`src/rtl/uart_bus_pkg.sv`:
```
// Shared register map, bit positions and state encodings for the UART bus responder.
package uart_bus_pkg;

  // Register offsets seen by the CPU
  localparam logic [1:0] REG_DATA   = 2'd0;
  localparam logic [1:0] REG_STATUS = 2'd1;
  localparam logic [1:0] REG_CTRL   = 2'd2;

  // STATUS bit positions
  localparam int ST_RX_AVAIL   = 0;
  localparam int ST_TX_FULL    = 1;
  localparam int ST_TX_IDLE    = 2;
  localparam int ST_RX_OVERRUN = 3;
  localparam int ST_FRAME_ERR  = 4;

  // CTRL bit positions
  localparam int CTRL_RX_IE     = 0;
  localparam int CTRL_TXIDLE_IE = 1;

  typedef enum logic [1:0] {TX_IDLE, TX_START, TX_DATA, TX_STOP} tx_state_t;
  typedef enum logic [1:0] {RX_IDLE, RX_START, RX_DATA, RX_STOP} rx_state_t;
  typedef enum logic [1:0] {BUS_IDLE, BUS_ACK, BUS_RELEASE} bus_state_t;

endpackage

```
`src/rtl/sync_fifo.sv`:
```
// Synchronous show-ahead FIFO; pointers carry an extra MSB to tell full from empty.
// A full FIFO accepts a push only when it is popped in the same cycle.
module sync_fifo #(
  parameter int WIDTH = 8,
  parameter int DEPTH = 4
) (
  input  logic             i_clk,
  input  logic             i_reset,
  input  logic             i_push,
  input  logic             i_pop,
  input  logic [WIDTH-1:0] i_din,
  output logic [WIDTH-1:0] o_dout,
  output logic             o_full,
  output logic             o_empty
);
  localparam int AW = $clog2(DEPTH);

  logic [WIDTH-1:0] r_mem [DEPTH];
  logic [AW:0]      r_wr_ptr;
  logic [AW:0]      r_rd_ptr;
  logic             w_do_push;
  logic             w_do_pop;

  assign o_empty   = (r_wr_ptr == r_rd_ptr);
  assign o_full    = (r_wr_ptr[AW] != r_rd_ptr[AW]) &&
                     (r_wr_ptr[AW-1:0] == r_rd_ptr[AW-1:0]);
  assign w_do_pop  = i_pop & ~o_empty;
  assign w_do_push = i_push & (~o_full | w_do_pop);
  assign o_dout    = r_mem[r_rd_ptr[AW-1:0]];

  // Pointer update; both ends may move in the same cycle
  always_ff @(posedge i_clk) begin
    if (i_reset) begin
      r_wr_ptr <= '0;
      r_rd_ptr <= '0;
    end else begin
      if (w_do_push) r_wr_ptr <= r_wr_ptr + (AW+1)'(1);
      if (w_do_pop)  r_rd_ptr <= r_rd_ptr + (AW+1)'(1);
    end
  end

  // Storage write; contents need no reset since the pointers gate visibility
  always_ff @(posedge i_clk) begin
    if (w_do_push) r_mem[r_wr_ptr[AW-1:0]] <= i_din;
  end

endmodule

```
`src/rtl/uart_bus_responder.sv`:
```
// Memory-mapped 8N1 UART with TX/RX FIFOs, a cs/ack bus responder and a level IRQ.
// Bus handshake: an access is accepted when i_cs is seen in BUS_IDLE; o_ack is high for
// exactly the following cycle (o_dat valid only then), and the FSM then waits for i_cs
// to drop, so each i_cs assertion produces one ack and one set of side effects.
module uart_bus_responder
  import uart_bus_pkg::*;
#(
  parameter int CLKS_PER_BIT = 104,
  parameter int FIFO_DEPTH   = 4
) (
  input  logic       i_clk,
  input  logic       i_reset,
  input  logic [1:0] i_addr,
  input  logic [7:0] i_dat,
  output logic [7:0] o_dat,
  input  logic       i_we,
  input  logic       i_cs,
  output logic       o_ack,
  output logic       o_irq,
  input  logic       uart_rx,
  output logic       uart_tx
);
  localparam int CW = $clog2(CLKS_PER_BIT);
  localparam logic [CW-1:0] CNT_LAST = CW'(CLKS_PER_BIT - 1);
  localparam logic [CW-1:0] CNT_MID  = CW'(CLKS_PER_BIT / 2 - 1);

  bus_state_t r_bus_state;
  tx_state_t  r_tx_state;
  rx_state_t  r_rx_state;

  logic [1:0]    r_addr;
  logic          r_we;
  logic [7:0]    r_wdat;
  logic [1:0]    r_ctrl;
  logic          r_overrun;
  logic          r_frame_err;
  logic          r_irq;
  logic          r_tx;
  logic [CW-1:0] r_tx_cnt;
  logic [2:0]    r_tx_bit;
  logic [7:0]    r_tx_shift;
  logic          r_rx_s1;
  logic          r_rx_s2;
  logic          r_rx_prev;
  logic [CW-1:0] r_rx_cnt;
  logic [2:0]    r_rx_bit;
  logic [7:0]    r_rx_shift;

  logic       w_ack_cycle;
  logic       w_tx_push, w_tx_pop, w_tx_full, w_tx_empty, w_tx_idle;
  logic [7:0] w_tx_dout;
  logic       w_rx_push, w_rx_pop, w_rx_full, w_rx_empty, w_rx_done;
  logic [7:0] w_rx_dout;
  logic       w_status_rd, w_overrun_set, w_frame_set;
  logic [7:0] w_status;
  logic [7:0] w_rd_mux;

  assign w_ack_cycle   = (r_bus_state == BUS_ACK);
  assign w_tx_push     = w_ack_cycle & r_we & (r_addr == REG_DATA);
  assign w_rx_pop      = w_ack_cycle & ~r_we & (r_addr == REG_DATA);
  assign w_status_rd   = w_ack_cycle & ~r_we & (r_addr == REG_STATUS);
  assign w_tx_idle     = w_tx_empty & (r_tx_state == TX_IDLE);
  assign w_tx_pop      = ~w_tx_empty & ((r_tx_state == TX_IDLE) ||
                         ((r_tx_state == TX_STOP) && (r_tx_cnt == CNT_LAST)));
  assign w_rx_done     = (r_rx_state == RX_STOP) && (r_rx_cnt == CNT_LAST);
  assign w_rx_push     = w_rx_done & r_rx_s2;
  assign w_overrun_set = w_rx_push & w_rx_full & ~w_rx_pop;
  assign w_frame_set   = w_rx_done & ~r_rx_s2;

  assign o_ack   = w_ack_cycle;
  assign o_dat   = (w_ack_cycle && !r_we) ? w_rd_mux : 8'h00;
  assign o_irq   = r_irq;
  assign uart_tx = r_tx;

  sync_fifo #(.WIDTH(8), .DEPTH(FIFO_DEPTH)) u_tx_fifo (
    .i_clk(i_clk), .i_reset(i_reset), .i_push(w_tx_push), .i_pop(w_tx_pop),
    .i_din(r_wdat), .o_dout(w_tx_dout), .o_full(w_tx_full), .o_empty(w_tx_empty)
  );

  sync_fifo #(.WIDTH(8), .DEPTH(FIFO_DEPTH)) u_rx_fifo (
    .i_clk(i_clk), .i_reset(i_reset), .i_push(w_rx_push), .i_pop(w_rx_pop),
    .i_din(r_rx_shift), .o_dout(w_rx_dout), .o_full(w_rx_full), .o_empty(w_rx_empty)
  );

  // STATUS word assembled from live state
  always_comb begin
    w_status                = 8'h00;
    w_status[ST_RX_AVAIL]   = ~w_rx_empty;
    w_status[ST_TX_FULL]    = w_tx_full;
    w_status[ST_TX_IDLE]    = w_tx_idle;
    w_status[ST_RX_OVERRUN] = r_overrun;
    w_status[ST_FRAME_ERR]  = r_frame_err;
  end

  // Read mux; evaluated in the ack cycle so it shows state before this access commits
  always_comb begin
    w_rd_mux = 8'h00;
    case (r_addr)
      REG_DATA:   w_rd_mux = w_rx_empty ? 8'h00 : w_rx_dout;
      REG_STATUS: w_rd_mux = w_status;
      REG_CTRL:   w_rd_mux = {6'b0, r_ctrl};
      default:    w_rd_mux = 8'h00;
    endcase
  end

  // Bus FSM, register side effects, sticky flags and the interrupt flop
  always_ff @(posedge i_clk) begin
    if (i_reset) begin
      r_bus_state <= BUS_IDLE;
      r_addr      <= 2'd0;
      r_we        <= 1'b0;
      r_wdat      <= 8'h00;
      r_ctrl      <= 2'b00;
      r_overrun   <= 1'b0;
      r_frame_err <= 1'b0;
      r_irq       <= 1'b0;
    end else begin
      case (r_bus_state)
        BUS_IDLE: if (i_cs) begin
          r_bus_state <= BUS_ACK;
          r_addr      <= i_addr;
          r_we        <= i_we;
          r_wdat      <= i_dat;
        end
        BUS_ACK:     r_bus_state <= BUS_RELEASE;
        BUS_RELEASE: if (!i_cs) r_bus_state <= BUS_IDLE;
        default:     r_bus_state <= BUS_IDLE;
      endcase
      if (w_ack_cycle && r_we && (r_addr == REG_CTRL)) r_ctrl <= r_wdat[1:0];
      // a new event on the clearing edge was not reported, so it must survive
      r_overrun   <= w_overrun_set | (r_overrun & ~w_status_rd);
      r_frame_err <= w_frame_set | (r_frame_err & ~w_status_rd);
      r_irq       <= (r_ctrl[CTRL_RX_IE] & ~w_rx_empty) |
                     (r_ctrl[CTRL_TXIDLE_IE] & w_tx_idle);
    end
  end

  // TX shifter; line level is registered from the current state, and the next byte is
  // loaded straight out of STOP so consecutive frames have no idle gap
  always_ff @(posedge i_clk) begin
    if (i_reset) begin
      r_tx_state <= TX_IDLE;
      r_tx       <= 1'b1;
      r_tx_cnt   <= '0;
      r_tx_bit   <= 3'd0;
      r_tx_shift <= 8'h00;
    end else begin
      case (r_tx_state)
        TX_IDLE: begin
          r_tx <= 1'b1;
          if (!w_tx_empty) begin
            r_tx_shift <= w_tx_dout;
            r_tx_cnt   <= '0;
            r_tx_state <= TX_START;
          end
        end
        TX_START: begin
          r_tx <= 1'b0;
          if (r_tx_cnt == CNT_LAST) begin
            r_tx_cnt   <= '0;
            r_tx_bit   <= 3'd0;
            r_tx_state <= TX_DATA;
          end else r_tx_cnt <= r_tx_cnt + CW'(1);
        end
        TX_DATA: begin
          r_tx <= r_tx_shift[0];
          if (r_tx_cnt == CNT_LAST) begin
            r_tx_cnt   <= '0;
            r_tx_shift <= {1'b0, r_tx_shift[7:1]};
            r_tx_bit   <= r_tx_bit + 3'd1;
            if (r_tx_bit == 3'd7) r_tx_state <= TX_STOP;
          end else r_tx_cnt <= r_tx_cnt + CW'(1);
        end
        TX_STOP: begin
          r_tx <= 1'b1;
          if (r_tx_cnt == CNT_LAST) begin
            r_tx_cnt <= '0;
            if (!w_tx_empty) begin
              r_tx_shift <= w_tx_dout;
              r_tx_state <= TX_START;
            end else r_tx_state <= TX_IDLE;
          end else r_tx_cnt <= r_tx_cnt + CW'(1);
        end
        default: r_tx_state <= TX_IDLE;
      endcase
    end
  end

  // RX synchronizer, start detection with mid-bit glitch check, mid-bit sampling
  always_ff @(posedge i_clk) begin
    if (i_reset) begin
      r_rx_s1    <= 1'b1;
      r_rx_s2    <= 1'b1;
      r_rx_prev  <= 1'b1;
      r_rx_state <= RX_IDLE;
      r_rx_cnt   <= '0;
      r_rx_bit   <= 3'd0;
      r_rx_shift <= 8'h00;
    end else begin
      r_rx_s1   <= uart_rx;
      r_rx_s2   <= r_rx_s1;
      r_rx_prev <= r_rx_s2;
      case (r_rx_state)
        RX_IDLE: if (r_rx_prev && !r_rx_s2) begin
          r_rx_cnt   <= '0;
          r_rx_state <= RX_START;
        end
        RX_START: begin
          if (r_rx_cnt == CNT_MID) begin
            r_rx_cnt <= '0;
            r_rx_bit <= 3'd0;
            r_rx_state <= r_rx_s2 ? RX_IDLE : RX_DATA;
          end else r_rx_cnt <= r_rx_cnt + CW'(1);
        end
        RX_DATA: begin
          if (r_rx_cnt == CNT_LAST) begin
            r_rx_cnt   <= '0;
            r_rx_shift <= {r_rx_s2, r_rx_shift[7:1]};
            r_rx_bit   <= r_rx_bit + 3'd1;
            if (r_rx_bit == 3'd7) r_rx_state <= RX_STOP;
          end else r_rx_cnt <= r_rx_cnt + CW'(1);
        end
        RX_STOP: begin
          if (r_rx_cnt == CNT_LAST) begin
            r_rx_cnt   <= '0;
            r_rx_state <= RX_IDLE;
          end else r_rx_cnt <= r_rx_cnt + CW'(1);
        end
        default: r_rx_state <= RX_IDLE;
      endcase
    end
  end

endmodule
```
`config.mk`:
```
export PLATFORM = sky130hd
export DESIGN_NAME = uart_bus_responder
export DESIGN_NICKNAME = d
export VERILOG_FILES = /design/src/rtl/uart_bus_pkg.sv /design/src/rtl/sync_fifo.sv /design/src/rtl/uart_bus_responder.sv
export SDC_FILE = /design/constraint.sdc
export NUM_CORES = 1
export LEC_CHECK = 0
export ABC_AREA = 1
export ABC_CLOCK_PERIOD_IN_PS = 2250
export CORE_MARGIN = 5
export CORE_UTILIZATION = 47
export CTS_BUF_LIST = sky130_fd_sc_hd__clkbuf_8
export CTS_CLUSTER_SIZE = 10
export DETAILED_ROUTE_END_ITERATION = 8
export HOLD_SLACK_MARGIN = 0.1
export PLACE_DENSITY_LB_ADDON = 0.05
export RECOVER_POWER = 25
export SLEW_MARGIN = 20
export SYNTH_ARGS = -nofsm -noshare
export SYNTH_HDL_FRONTEND = slang
export SYNTH_SLANG_ARGS = --single-unit
```
`constraint.sdc`:
```
create_clock -name i_clk -period 2.25 [get_ports i_clk]
set_input_delay 0.225 -clock i_clk [delete_from_list [all_inputs] [get_ports i_clk]]
set_output_delay 0.225 -clock i_clk [all_outputs]
set_load 0.005 [all_outputs]
```
==> impl_results.md <==
* Run status: completed
* Synth async-reset ratio at 0
* Fin nets at 801
* Most frequent cells in the layout: nand2_1 (128), nor2_1 (113), dfxtp_1 (71), edfxtp_1 (64), a21oi_1 (63)
* Io pins at 26
* Sink Count at 142
* Register-to-register path setup slack at 470 ps
* Final period utilization at 0.935
* CP Launch Type: register
* Pleak at 3.02 nW
* Synth cell types at 40
* Layout area overhead at 16.5%
* Clock-pin slew on the worst setup and hold paths at 80 ps
* Max_slew headroom at 0.654
* Number of flops mapped to enable cells by yosys at 64
* Max H-tree Level at 4
* Die H at 126 µm
* Post-DP HPWL at 9.30 mm
* Largest net degree at the start of global routing at 39
* Synth Area per Inst at 8.89 µm²
* Tightest Pin Transition at 517 ps
* Most area-consuming cells after synthesis: edfxtp_1 (30%), dfxtp_1 (25%), nand2_1 (7.6%), nor2_1 (6.7%), a21oi_1 (5.1%)
* Worst hold start: uart_rx
* Top cell type's share of synthesized area at 0.302
* # DRC at 0
* Final Setup Violations at 0
* Highest-delay cell along the critical path: dfxtp_4
* Leading cell type in the layout, fill and taps excluded: nand2_1
* Post-Synthesis Cells at 715
* Final Power at 6.66 mW
* Worst Path Required at 2030 ps
* Diode count at 0
* Max stage delay on crit path at 370 ps
* Post-route minimum period at 2100 ps
* Yosys warnings at 0
* First-pass GRT wire length at 22.6 mm
* Pwr dens at 899 nW/µm²
* Ratio of cells with drive above 1 in the final layout at 0.143
* Input/output buffers at 25
* Clock skew at 10.4 ps
* Crit-path cells: xor2_1 > nor2_1 > nand2_2 > nand2_4 > inv_4 > nand2_1 > o21ai_0 > dlygate4sd2_1
* Flops & latches, synth at 142
* Final Routed Wirelength at 13.1 mm
* Max cap viols at 0
* VDD IR-drop max at 0.000474 V
* Initial DRC count at 271
* Clock Path Buffers at 2
* GRT Util Overall at 0.175
* CP Class: register to output pin
* Die width at 126 µm
* Via count at 4,747
* Post-synth design cell area at 6360 µm²
* Total CTS buffers at 17
* Row cnt at 42
* Worst-Skew Late Latency at 440 ps
* F_max at 0.475 GHz
* Initial antenna violation count at 0
* Hold crit path type: input pin to register
* Worst r2r src: r_rx_cnt[0]$_SDFFE_PP0N_
* TritonCTS clock tree: built
* Setup Total Neg Slack at 0 ps
* Design area at 7410 µm²
* Fin. Hold Viols at 0
* Wire length per cell at 13.7 µm
* RSZ-0062 raised after global routing: false
* Leading area contributor after synthesis: edfxtp_1
* Seq/Total Area, Yosys at 0.548
* Clock Tree Root: clkbuf_8
* Vias in the first global route at 4,814
* Final ANT Viol Nets at 0
* Core box area at 13,200 µm²
* Gr ovfl total at 0
* Syn Nets at 751
* Synth Flop Type: dfxtp_1
* Die footprint at 16,000 µm²
* Worst Setup SP: u_rx_fifo.r_wr_ptr[0]$_SDFFE_PP0P_
* Drt first pass iters at 4
* Pins over their slew limit at 0
* DP Area at 6870 µm²
* CP Max Fanout at 7
* Initial core utilization at 0.480
* Final GP Congestion at 0.871
* Avg Vias per Cell at 4.98
* WP data arrival at 1880 ps
* Setup crit end kind: output pin
state kept, by name, summed over array words and instances (netlist names), 2 cells and up, named ones only:
register / count
r_addr: 2
r_bus_state: 2
r_ctrl: 2
r_rx_bit: 3
r_rx_cnt: 7
r_rx_shift: 8
r_tx_bit: 3
r_tx_cnt: 7
r_tx_shift: 8
r_tx_state: 2
r_wdat: 8
u_rx_fifo.r_mem: 32
u_rx_fifo.r_rd_ptr: 3
u_rx_fifo.r_wr_ptr: 3
u_tx_fifo.r_mem: 32
u_tx_fifo.r_rd_ptr: 3
u_tx_fifo.r_wr_ptr: 3
timing repair:
action | CTS | global route
gates resized for setup | 22 | 6
setup buffers | 8 | 0
setup endpoints to repair | 8 | 4
hold buffers | 0 | 0
pin swaps | 3 | 0
through the flow:
stage | setup WS (ps) | hold slack [ps] | std cells | utilization
finish | 145 | 343 | 954 | 0.559
global route | 23.5 | 304 | 954 | 0.559
CTS | 4.53 | 307 | 954 | 0.559
detailed placement | 263 | 396 | 914 | 0.519
global placement | 277 | 391 | 914 | 0.519
floorplan | 423 | 329 | 715 | -
synthesized netlist by cell type, types with 2 or more instances:
| cell | n |
|---|---|
| a21oi_1 | 65 |
| buf_2 | 6 |
| buf_4 | 4 |
| clkbuf_1 | 9 |
| clkinv_1 | 3 |
| dfxtp_1 | 78 |
| edfxtp_1 | 64 |
| ha_1 | 21 |
| inv_1 | 55 |
| inv_2 | 7 |
| nand2_1 | 129 |
| nand2_2 | 7 |
| nand2_4 | 5 |
| nand3_1 | 38 |
| nand3_4 | 2 |
| nand4_1 | 4 |
| nor2_1 | 113 |
| nor2_2 | 2 |
| nor2_4 | 5 |
| o21ai_0 | 58 |
| o21ai_1 | 8 |
| o22ai_1 | 6 |
| or2_2 | 2 |
| xnor2_1 | 3 |
| xor2_1 | 6 |
worst max-delay path: cells and delay by family (launching register included):
kind | cells | cell delay [ps]
flops | 1 | 370
buf+inv | 2 | 340
simple gates | 4 | 490
compound gates | 1 | 100
xor+xnor | 1 | 140
report_power, final:
part | switching [mW] | leakage [nW] | internal [mW]
Sequential | 0.113 | 1.23 | 2.82
Combinational | 0.977 | 1.58 | 0.547
Clock | 1.07 | 0.215 | 1.14
layout make-up:
class	instances	area, µm²
clock buffer	17	234
clock inverter	15	196
fill	1220	5830
inverter	66	251
multi-input combinational	487	2550
sequential	142	3500
tap	176	220
timing repair buffer	51	459
metal layers:
layer,global-route usage,wire [µm]
met4,0.0707,245
met3,0.0425,367
met5,0,0
met1,0.214,5870
met2,0.298,6640
path summary, 6_finish.rpt:
path,end,cells after the start
min,r_rx_s1$_SDFF_PP1_,2
max reg2reg,u_rx_fifo.r_mem[1][0]$_DFFE_PP_,8
min reg2reg,r_rx_s2$_SDFF_PP1_,1
max,o_dat[2],8
cells by family after synthesis:
| logic type | count (synthesis) | share of synthesized area |
|---|---|---|
| compound gates | 142 | 0.116 |
| xor+xnor | 9 | 0.0124 |
| fa+ha+maj | 21 | 0.0413 |
| buf+inv | 86 | 0.0545 |
| flops | 142 | 0.548 |
| simple gates | 315 | 0.228 |
Note: power is estimated with default switching activity, not from simulation.
